--- config.mk ---
export PLATFORM = sky130hd
export DESIGN_NAME = tt_um_saubaanh_counter_host
export DESIGN_NICKNAME = d
export VERILOG_FILES = /design/src/rtl/tt_um_saubaanh_counter_host_pkg.sv /design/src/rtl/tt_um_saubaanh_counter_host_step_timer.sv /design/src/rtl/tt_um_saubaanh_counter_host.sv
export SDC_FILE = /design/constraint.sdc
export NUM_CORES = 1
export LEC_CHECK = 0
export BUFFER_PORTS_ARGS = -buffer_cell sky130_fd_sc_hd__buf_2
export CAP_MARGIN = 40
export CORE_MARGIN = 5
export CORE_UTILIZATION = 54
export CTS_BUF_LIST = sky130_fd_sc_hd__clkbuf_4 sky130_fd_sc_hd__clkbuf_8 sky130_fd_sc_hd__clkbuf_16
export CTS_CLUSTER_SIZE = 30
export DETAILED_ROUTE_END_ITERATION = 10
export PLACE_DENSITY = 0.79
export SYNTH_ARGS = -nofsm -noshare
export SYNTH_HDL_FRONTEND = slang
export SYNTH_HIERARCHICAL = 1
export SYNTH_SLANG_ARGS = --single-unit
--- constraint.sdc ---
create_clock -name clk -period 2.7 [get_ports clk]
set_input_delay 0.54 -clock clk [delete_from_list [all_inputs] [get_ports clk]]
set_output_delay 0.54 -clock clk [all_outputs]
set_load 0.02 [all_outputs]
--- src/rtl/tt_um_saubaanh_counter_host_pkg.sv ---
// Shared definitions for the counter-host tile: opcodes, FSM states and pin indices.
package tt_um_saubaanh_counter_host_pkg;

  localparam int unsigned BUS_W = 8;

  // Command opcodes carried on ui_in[2:1]
  typedef enum logic [1:0] {
    OP_LOAD  = 2'b00,
    OP_STEP  = 2'b01,
    OP_READ  = 2'b10,
    OP_CLEAR = 2'b11
  } opcode_t;

  // Sequencer states, 3-bit binary encoding
  typedef enum logic [2:0] {
    IDLE    = 3'd0,
    LOAD    = 3'd1,
    STEP    = 3'd2,
    RD_TURN = 3'd3,
    RD_CAP  = 3'd4,
    DONE    = 3'd5
  } state_t;

  // ui_in bit positions
  localparam int unsigned UI_CMD_VALID = 0;
  localparam int unsigned UI_OP_LSB    = 1;
  localparam int unsigned UI_OP_MSB    = 2;
  localparam int unsigned UI_SHOW      = 7;

  // uo_out bit positions; load/count_en/drive_en match the counter tile
  localparam int unsigned UO_LOAD         = 0;
  localparam int unsigned UO_COUNT_EN     = 1;
  localparam int unsigned UO_BUSY         = 2;
  localparam int unsigned UO_DRIVE_EN     = 3;
  localparam int unsigned UO_DONE         = 4;
  localparam int unsigned UO_RESULT_VALID = 5;

endpackage

--- src/rtl/tt_um_saubaanh_counter_host_step_timer.sv ---
// Loadable 8-bit down-counter timing the STEP pulse train.
module saubaanh_step_timer
  import tt_um_saubaanh_counter_host_pkg::*;
(
  input  logic             clk,
  input  logic             rst_n,
  input  logic             load,
  input  logic [BUS_W-1:0] load_value,
  input  logic             dec,
  output logic [BUS_W-1:0] count,
  output logic             zero
);

  // Load has priority over decrement; decrement saturates at zero
  always_ff @(posedge clk) begin
    if (!rst_n) begin
      count <= '0;
    end else if (load) begin
      count <= load_value;
    end else if (dec && (count != '0)) begin
      count <= count - 8'd1;
    end
  end

  assign zero = (count == '0);

endmodule

--- src/rtl/tt_um_saubaanh_counter_host.sv ---
// Host-side sequencer driving an 8-bit programmable counter tile over a shared bus.
module tt_um_saubaanh_counter_host
  import tt_um_saubaanh_counter_host_pkg::*;
(
  input  logic       clk,
  input  logic       rst_n,
  input  logic       ena,
  input  logic [7:0] ui_in,
  output logic [7:0] uo_out,
  input  logic [7:0] uio_in,
  output logic [7:0] uio_out,
  output logic [7:0] uio_oe
);

  state_t     state;
  state_t     state_nx;
  logic [7:0] operand;
  logic [7:0] result;
  logic       result_valid;
  logic       prev_cv;
  logic       armed;
  logic       show_r;
  logic       accept;
  opcode_t    op_in;
  logic       cmd_valid;
  logic       tmr_load;
  logic       tmr_dec;
  logic       tmr_zero;
  logic [7:0] tmr_value;
  logic       unused_ok;

  assign cmd_valid = ui_in[UI_CMD_VALID];
  assign op_in     = opcode_t'(ui_in[UI_OP_MSB:UI_OP_LSB]);
  assign unused_ok = &{1'b0, ui_in[6:3]};

  // A command needs a fresh rising edge; 'armed' stops a cmd_valid held
  // high through reset release from counting as an edge against prev_cv=0.
  assign accept = (state == IDLE) && ena && cmd_valid && !prev_cv && armed;

  // The timer holds N-1 so the last STEP cycle coincides with zero.
  assign tmr_load  = accept && (op_in == OP_STEP) && (uio_in != '0);
  assign tmr_value = uio_in - 8'd1;
  assign tmr_dec   = ena && (state == STEP);

  saubaanh_step_timer u_step_timer (
    .clk        (clk),
    .rst_n      (rst_n),
    .load       (tmr_load),
    .load_value (tmr_value),
    .dec        (tmr_dec),
    .count      (),
    .zero       (tmr_zero)
  );

  // Input samplers: edge detect, arming and show_result run regardless of ena
  always_ff @(posedge clk) begin
    if (!rst_n) begin
      prev_cv <= 1'b0;
      armed   <= 1'b0;
      show_r  <= 1'b0;
    end else begin
      prev_cv <= cmd_valid;
      show_r  <= ui_in[UI_SHOW];
      if (!cmd_valid) armed <= 1'b1;
    end
  end

  // State, operand and result registers
  always_ff @(posedge clk) begin
    if (!rst_n) begin
      state        <= IDLE;
      operand      <= '0;
      result       <= '0;
      result_valid <= 1'b0;
    end else begin
      state <= state_nx;
      if (accept) begin
        operand      <= (op_in == OP_CLEAR) ? '0 : uio_in;
        result_valid <= 1'b0;
      end else if (ena && (state == RD_CAP)) begin
        result       <= uio_in;
        result_valid <= 1'b1;
      end
    end
  end

  // Next-state logic; every transition is frozen while ena=0
  always_comb begin
    state_nx = state;
    if (ena) begin
      unique case (state)
        IDLE: begin
          if (accept) begin
            unique case (op_in)
              OP_LOAD, OP_CLEAR: state_nx = LOAD;
              OP_STEP:           state_nx = (uio_in == '0) ? DONE : STEP;
              OP_READ:           state_nx = RD_TURN;
              default:           state_nx = IDLE;
            endcase
          end
        end
        LOAD:    state_nx = DONE;
        STEP:    if (tmr_zero) state_nx = DONE;
        RD_TURN: state_nx = RD_CAP;
        RD_CAP:  state_nx = DONE;
        DONE:    state_nx = IDLE;
        default: state_nx = IDLE;
      endcase
    end
  end

  // Output decode from registered state only; ena gates control lines and bus drive
  always_comb begin
    uo_out  = '0;
    uio_out = '0;
    uio_oe  = '0;
    uo_out[UO_BUSY]         = (state != IDLE);
    uo_out[UO_DONE]         = (state == DONE);
    uo_out[UO_RESULT_VALID] = result_valid;
    if (ena) begin
      uo_out[UO_LOAD]     = (state == LOAD);
      uo_out[UO_COUNT_EN] = (state == STEP);
      uo_out[UO_DRIVE_EN] = (state == RD_TURN) || (state == RD_CAP);
      if (state == LOAD) begin
        uio_oe  = '1;
        uio_out = operand;
      end else if ((state == IDLE) && show_r && result_valid) begin
        uio_oe  = '1;
        uio_out = result;
      end
    end
  end

endmodule
-- After elaboration in Yosys (flattened, before gate mapping)
Cells that the tools add are included.
- register bits after elaboration: 31
- input port bits: 19
- add/subtract/negate cells: 2
- reductions and logical operators: 26
- mux-type cells: 16
- bitwise logic cells: 2
- equal/unequal tests: 10
- operators by type and width (cell ; count):
    8-bit 2-to-1 mux ; 9
    8-bit zero test ; 2
    8-bit nonzero test ; 2
    8-bit by 1-bit subtractor with 8-bit output, second input constant ; 2
    3-bit one-hot mux with 4 select lines ; 1
    1-bit logical AND ; 11
    3-bit 2-to-1 mux ; 3
    3-bit one-hot mux with 3 select lines ; 1
    3-bit by 2-bit equality test with 1-bit output, second input constant ; 2
    3-bit equality test, second input constant ; 2
    2-bit OR reduction ; 3
    2-bit equality test, second input constant ; 2
    2-bit inequality test, second input constant ; 2
    3-bit by 1-bit equality test with 1-bit output, second input constant ; 1
    3-bit zero test ; 1
    3-bit AND reduction ; 1
    3-bit nonzero test ; 1
    2-bit by 1-bit equality test with 1-bit output, second input constant ; 1
    2-bit zero test ; 1
    2-bit 2-to-1 mux ; 1
    1-bit NOT ; 2
    2-bit AND reduction ; 1
    2-bit nonzero test ; 1
    1-bit zero test ; 1
    2 further kinds ; 2

-- Logic depth before layout (Yosys ltp)
Gate-level depths: netlist (run 1).
- depth in word-level cells: 8
- depth in mapped cells: 11
- mapped depth without buffers: 10

-- By module
Netlist (run 1), hierarchy kept.
- modules (own cells, without submodules) (module ; instances ; seq. area each (µm²) ; cells each ; area each (µm²)):
    tt_um_saubaanh_counter_host ; 1 ; 460.4 ; 154 ; 1386.3
    saubaanh_step_timer ; 1 ; 160.2 ; 58 ; 508.0

-- Worst setup path before layout (run 1)
OpenSTA, ideal clock, no wires.
- kind: input to register
- start point: in ena
- end point: reg u_step_timer.count[7]
- setup time: 0.124 ns
- data arrival time: 2.161 ns
- data required time: 2.576 ns
- cell stages on the path: 7
- path slack: 0.415 ns
- path through: buf_2 -> nand2_1 -> nor3_1 -> or3b_2 -> nor3_1 -> mux2i_1 -> a21oi_1
- elaborated cells on any way between the ends: 10
- classes of those cells: 1 x mux; 9 x reduce/logical
- RTL lines (item ; RTL line ; RTL):
    start, declared ; tt_um_saubaanh_counter_host.sv:7 ; input logic ena,
    1-bit logical AND ; tt_um_saubaanh_counter_host.sv:43 ; assign tmr_dec = ena && (state == STEP);
    via tmr_dec ; tt_um_saubaanh_counter_host.sv:27 ; logic tmr_dec;
    1-bit logical AND ; tt_um_saubaanh_counter_host_step_timer.sv:20 ; end else if (dec && (count != '0)) begin
    2-bit nonzero test (no source line) ; - ;
    end signal, assigned ; tt_um_saubaanh_counter_host_step_timer.sv:19 ; count <= load_value;
    end signal, assigned ; tt_um_saubaanh_counter_host_step_timer.sv:21 ; count <= count - 8'd1;
    end, declared ; tt_um_saubaanh_counter_host_step_timer.sv:10 ; output logic [BUS_W-1:0] count,
The timed path passes the listed nets, and every way through them passes these cells.
A chain may end at the register's enable or synchronous reset.

-- Worst setup path in the final report (run 1)
- start point: reg state[1]
- end point: out uio_oe[3]
- longest elaborated chain between the ends: 6
- elaborated cells on any way between the ends: 7
- classes of those cells: 1 x eq/ne; 3 x mux; 3 x reduce/logical
- RTL lines (item ; RTL line ; RTL):
    start, declared ; tt_um_saubaanh_counter_host.sv:15 ; state_t state;
    start signal, assigned ; tt_um_saubaanh_counter_host.sv:76 ; state <= state_nx;
    3-bit zero test ; tt_um_saubaanh_counter_host.sv:127 ; end else if ((state == IDLE) && show_r && result_valid) begin
    1-bit logical AND (2 in series) ; tt_um_saubaanh_counter_host.sv:127 ;
    8-bit 2-to-1 mux ; tt_um_saubaanh_counter_host.sv:127 ;
    8-bit 2-to-1 mux (*) ; tt_um_saubaanh_counter_host.sv:124 ; if (state == LOAD) begin
    8-bit 2-to-1 mux (*) ; tt_um_saubaanh_counter_host.sv:120 ; if (ena) begin
    end, declared ; tt_um_saubaanh_counter_host.sv:12 ; output logic [7:0] uio_oe
Mark *: on every way between the ends. The rest lies on a longest branch, timed or not.

==> results.yml, run 1 <==
run_status:
  status: "finished, final reports clean"
cells_and_area:
  final_nets: 262
  final_cell_mix: "buf_2 (36), dfxtp_1 (31), nand2_1 (26), a22o_1 (16), inv_1 (11)"
  layout_commonest_cell: "buf_2"
  layoutNonFillerInstCount: 283
  fillers: 344
  area_delta_synth_final_pct: 8.72
  drive_above_1_share_pct: 25.7
  n_antenna_cell: 0
critical_path:
  cp_cell_sequence: "nor2_1 -> and3_1 -> or2_1 -> buf_2"
  path_max_fanout: 13
  critPathSlowestCell: "dfxtp_1"
  cp_num_buf_inv: 1
  crit_required_ns: 2.16
  worstSetupPathType: "reg2out"
  end_kind: "output pin"
  crit_arrival_ns: 1.99
  slowest_delay_ns: 0.69
  cp-start-kind: "flip-flop"
  cp_top_family: "simple AND/OR/NAND/NOR gates"
yosys:
  ys_seq_elements: 31
  syn_area_per_cell_um2: 8.94
  ys_types: 53
  synth_area_um2: 1890
  synthCells: 212
  synth_edf_count: 0
  async_reset_ff_share_pct: 0
  yosys_warnings: 6
  synth.yosys.seq_area_share_pct: 32.8
  synth_top_flop_cell: "dfxtp_1"
clock_tree:
  cts_buffer_depth: 2
  cts-resized-gates: 0
  clock-sinks: 31
  post_cts_buffers: 0
  cts_inserted_buffers: 5
  cts_htree_levels: 2
  cts_tree: "done"
  cts-root-buf: "clkbuf_4"
  hold_buffers: 0
  cts.clk_slew.worst_paths_ns: 0.10
  clkLatencyLatePin_ns: 0.34
route:
  post_drt_wl_per_cell_um: 14.4
  drtAntennaViolNets: 0
  routed_via_density: 5.64
  vias: 1596
  drc: 0
  wirelength_um: 4080
  drtIter0Drc: 73
  drt-pass1-iter-count: 4
sta:
  slew_violations: 0
  timing.fmax_mhz: 395
  rsz0062_at_grt: "false"
  setup_viol: 0
  skew_ns: 0.0120
  hold_viol: 0
  slew_headroom_pct: 58.4
  period_needed_ns: 2.53
  min_period_over_period_pct: 93.7
  tns_ns: 0
  worstMarginPinSlew_ns: 0.622
die:
  die_y_um: 69.2
  core_area_um2: 3360
  num_rows: 21
  start_util_pct: 56.3
  fp.dieW_um: 69.2
  io_pins: 43
  die_area_um2: 4790
global_routing:
  grt_pass1_vias: 1500
  grt_overflow_total: 0
  grt_first_pass_wirelength_um: 6960
  grt_usage_pct: 17.6
  grt_max_degree: 29
  grt_antenna_before_repair: 0
power:
  leakagePower_nw: 0.902
  peakVddDrop_mv: 0.263
  powerDensity_nw_per_um2: 422
  power_mw: 0.868
placed_design:
  gp_congestion: 0.814
  port_buffers: 36
  dp_hpwl_um: 2970
  dp_cells: 276
job:
  maxCapViolations: 0
min_path:
  hp-class: "in2reg"
where the power goes:
group          switching, mW  leakage, nW  internal, mW
logic                 0.0674        0.617        0.0455
registers            0.00976        0.251         0.465
clock network          0.160       0.0341         0.120
through the flow:
| step | util, % | setup WS (ns) | instance area [um^2] | hold WS [ns] |
|---|---|---|---|---|
| after floorplan | - | 0.415 | 1900 | 0.435 |
| after global placement | 59.6 | 0.199 | 2000 | 0.447 |
| after detailed placement | 59.6 | 0.166 | 2000 | 0.457 |
| after CTS | 61.2 | 0.176 | 2060 | 0.392 |
| after global routing | 61.2 | 0.00415 | 2060 | 0.391 |
| final | 61.2 | 0.171 | 2060 | 0.400 |
registers in the layout, indices dropped and copies added (netlist names):
signal	flops
state	3
operand	8
armed	1
result	8
result_valid	1
prev_cv	1
show_r	1
u_step_timer/count	8
per-layer routing:
layer	up-vias	share of wire, %	GRT usage (%)
li1	799	-	-
met1	761	43	21.0
met2	29	51	30.1
met3	7	3.6	4.35
met4	0	1.7	7.16
met5	-	0	0
worst register-to-register path: stages, from the launching register on:
cell,delay [ns]
dfxtp_1,0.49
nor3_2,0.32
nand3_2,0.17
nor2_1,0.51
inv_1,0.31
o21ai_0,0.26
a31oi_1,0.06
worst paths after layout:
kind | depth (start not counted) | endpoint | slack, ns | start
setup reg to reg | 6 | u_step_timer/count[5]$_SDFFE_PN0P_ | 0.47 | state[1]$_SDFFE_PN0P_
hold reg to reg | 2 | result[4]$_SDFFE_PN0P_ | 0.46 | result[4]$_SDFFE_PN0P_
hold / removal | 2 | show_r$_SDFF_PN0_ | 0.40 | ui_in[7]
setup / recovery | 4 | uio_oe[3] | 0.17 | state[1]$_SDFFE_PN0P_
cells in the mapped netlist, types with 3 or more instances:
master	number	share of area, %
buf_4	11	4.4
and3b_1	3	1.4
xnor2_1	7	3.2
a22o_1	16	7.4
nor2_1	6	1.2
and2_1	4	1.3
nand2_1	26	5.2
inv_1	11	2.2
nand3_1	6	1.6
o31ai_1	4	1.6
a21boi_0	9	3.6
buf_2	4	1.1
buf_6	3	1.8
nand3b_1	3	1.2
a21oi_1	6	1.6
nor3_1	3	0.79
ha_1	6	4.0
o21ai_0	9	2.4
nor3b_1	3	1.2
dfxtp_1	31	33
cell families (layout without fill, tap and decap cells):
group	Yosys count	in the layout	synth area share, %
buffers and inverters	32	56	9.97
xor gates and xnor gates	9	9	4.16
adders and majority gates	6	6	3.96
muxes	2	2	1.12
and+or+nand+nor	77	77	25.8
DFF	31	31	32.8
other	1	2	0.198
AOI/OAI and AO/OA	54	54	22.0
cell type report:
type / instances / area (um^2) / share of cell area (%)
tap: 46 / 57.6 / 2.79
clock inverter: 1 / 5.00 / 0.243
timing repair buffer: 38 / 195 / 9.48
inverter: 11 / 41.3 / 2.00
clock buffer: 6 / 51.3 / 2.49
multi-input combinational: 150 / 1090 / 52.9
sequential: 31 / 621 / 30.1
(Power assumes the default switching activity.)
==> run 2: changes to the inputs <==
--- a/config.mk
+++ b/config.mk
@@ -9,9 +9,9 @@
 export CAP_MARGIN = 40
 export CORE_MARGIN = 5
-export CORE_UTILIZATION = 54
+export CORE_UTILIZATION = 48
 export CTS_BUF_LIST = sky130_fd_sc_hd__clkbuf_4 sky130_fd_sc_hd__clkbuf_8 sky130_fd_sc_hd__clkbuf_16
 export CTS_CLUSTER_SIZE = 30
 export DETAILED_ROUTE_END_ITERATION = 10
-export PLACE_DENSITY = 0.79
+export PLACE_DENSITY = 0.74
 export SYNTH_ARGS = -nofsm -noshare
 export SYNTH_HDL_FRONTEND = slang
==> constraint.sdc (replaced) <==
create_clock -name clk -period 2.14 [get_ports clk]
set_input_delay 0.214 -clock clk [delete_from_list [all_inputs] [get_ports clk]]
set_output_delay 0.214 -clock clk [all_outputs]
set_load 0.02 [all_outputs]
==> results.yml, run 2 (same netlist as run 1, synthesis figures left out) <==
run_status:
  status: "finished, final reports clean"
placed_design:
  dp_cells: 286
  dp_hpwl_um: 3110
  port_buffers: 36
  gp_congestion: 0.829
cells_and_area:
  drive_above_1_share_pct: 29.0
  reg_top3: "operand: 8 flops, result: 8 flops, u_step_timer/count: 8 flops"
  final_cell_mix: "buf_2 (36), dfxtp_1 (31), nand2_1 (26), a22o_1 (16), inv_1 (11)"
  final_nets: 270
  layoutNonFillerInstCount: 293
  area_delta_synth_final_pct: 14.2
  n_antenna_cell: 0
  layout_commonest_cell: "buf_2"
clock_tree:
  cts_htree_levels: 2
  cts.clk_slew.worst_paths_ns: 0.06
  post_cts_buffers: 0
  cts_tree: "done"
  clkLatencyLatePin_ns: 0.29
  clock-sinks: 31
  cts-resized-gates: 0
  cts-root-buf: "clkbuf_8"
  hold_buffers: 0
  cts_inserted_buffers: 5
  cts_buffer_depth: 2
route:
  routed_via_density: 5.61
  drtIter0Drc: 79
  post_drt_wl_per_cell_um: 14.1
  drtAntennaViolNets: 0
  wirelength_um: 4130
  drc: 0
  vias: 1644
  drt-pass1-iter-count: 4
sta:
  tns_ns: 0
  slew_violations: 0
  slew_headroom_pct: 62.7
  period_needed_ns: 1.94
  worstMarginPinSlew_ns: 0.558
  setup_viol: 0
  hold_viol: 0
  timing.fmax_mhz: 514
  rsz0062_at_grt: "false"
  skew_ns: 0.00546
  min_period_over_period_pct: 90.8
critical_path:
  worstSetupPathType: "reg2reg"
  cp_num_buf_inv: 3
  crit_arrival_ns: 2.13
  worst-r2r-setup-slack_ns: 0.20
  slowest_delay_ns: 0.38
  cp-start-kind: "flip-flop"
  end_kind: "flip-flop"
  cpMostUsedCell: "inv_1"
  crit_required_ns: 2.32
  cp_top_family: "compound AO/OA/AOI/OAI gates"
  critPathSlowestCell: "dfxtp_1"
  path_max_fanout: 4
  cp_cell_sequence: "inv_1 -> ha_1 -> inv_1 -> nor4_2 -> buf_4 -> a211o_2 -> o21ai_1 -> a21oi_1 -> o221a_1"
die:
  die_area_um2: 5300
  start_util_pct: 50.6
  die_y_um: 72.8
  num_rows: 22
  core_area_um2: 3740
  fp.dieW_um: 72.8
  io_pins: 43
power:
  powerDensity_nw_per_um2: 561
  power_mw: 1.21
  leakagePower_nw: 0.960
  power_frac_seq_pct: 49.2
  combPwrFrac_pct: 12.6
  switching_share_pct: 25.6
  netSwitchingPower_mw: 0.311
  pwr-share-clk_pct: 38.2
  internal_power_mw: 0.903
  peakVddDrop_mv: 0.364
global_routing:
  grt_first_pass_wirelength_um: 7020
  grt_usage_pct: 16.7
  grt_pass1_vias: 1592
  grt_overflow_total: 0
  grt_antenna_before_repair: 0
  grt_max_degree: 29
job:
  maxCapViolations: 0
min_path:
  hp-class: "in2reg"
==> run 2: cell count changes in the layout (fill, tap and decap cells not counted) <==
| cell | before | now |
|---|---|---|
| buf_4 | 2 | 10 |
| clkbuf_4 | 5 | 0 |
| clkbuf_8 | 1 | 6 |
| and4_2 | 1 | 0 |
| and4_4 | 0 | 1 |
| nor4_1 | 2 | 1 |
| nor4_2 | 0 | 1 |
| o21ai_0 | 9 | 8 |
| o21ai_1 | 0 | 1 |
| or2_1 | 1 | 0 |
| or2_4 | 0 | 1 |
==> run 2: worst reg2reg max path, stage by stage (launching register included) <==
cell	delay [ns]
dfxtp_1	0.38
inv_1	0.08
ha_1	0.21
inv_1	0.14
nor4_2	0.07
buf_4	0.14
a211o_2	0.32
o21ai_1	0.20
a21oi_1	0.07
o221a_1	0.23
==> run 2: per-layer routing <==
| layer | GRT usage [%] | vias to the layer above | part of all wire (%) |
|---|---|---|---|
| li1 | - | 811 | - |
| met1 | 19.3 | 799 | 44 |
| met2 | 28.6 | 27 | 49 |
| met3 | 4.27 | 7 | 4.6 |
| met4 | 7.58 | 0 | 2.1 |
| met5 | 0 | - | 0 |
==> run 2: area by class of cell <==
cell class,count,area [um^2]
inverter,11,41.3
timing repair buffer,46,255
multi-input combinational,150,1100
fill,380,1580
clock inverter,1,5.00
clock buffer,6,82.6
tap,48,60.1
sequential,31,621
==> run 2: final timing paths <==
check,start,endpoint,cells past startpoint
setup / recovery,u_step_timer/count[0]$_SDFFE_PN0P_,state[2]$_SDFFE_PN0P_,9
hold / removal,ui_in[7],show_r$_SDFF_PN0_,2
setup reg to reg,u_step_timer/count[0]$_SDFFE_PN0P_,state[2]$_SDFFE_PN0P_,9
hold reg to reg,result[2]$_SDFFE_PN0P_,result[2]$_SDFFE_PN0P_,2
==> run 2: through the flow <==
step | instance area (um^2) | utilization [%] | hold WS, ns | setup WS (ns)
after floorplan | 1900 | - | 0.323 | 0.0292
after global placement | 2070 | 55.2 | 0.419 | 0.135
after detailed placement | 2070 | 55.2 | 0.431 | 0.112
after CTS | 2150 | 57.5 | 0.132 | 0.0644
after global routing | 2160 | 57.8 | 0.141 | 0.0480
final | 2160 | 57.8 | 0.137 | 0.196
==> run 2: power by group through the flow <==
stage                     Clock [mW]  Combinational, mW  Sequential [mW]
after CTS                      0.477              0.152            0.597
after floorplan                    0              0.108            0.606
after detailed placement           0              0.151            0.610
final                          0.464              0.153            0.597
after global routing           0.499              0.169            0.598
after global placement             0              0.149            0.609
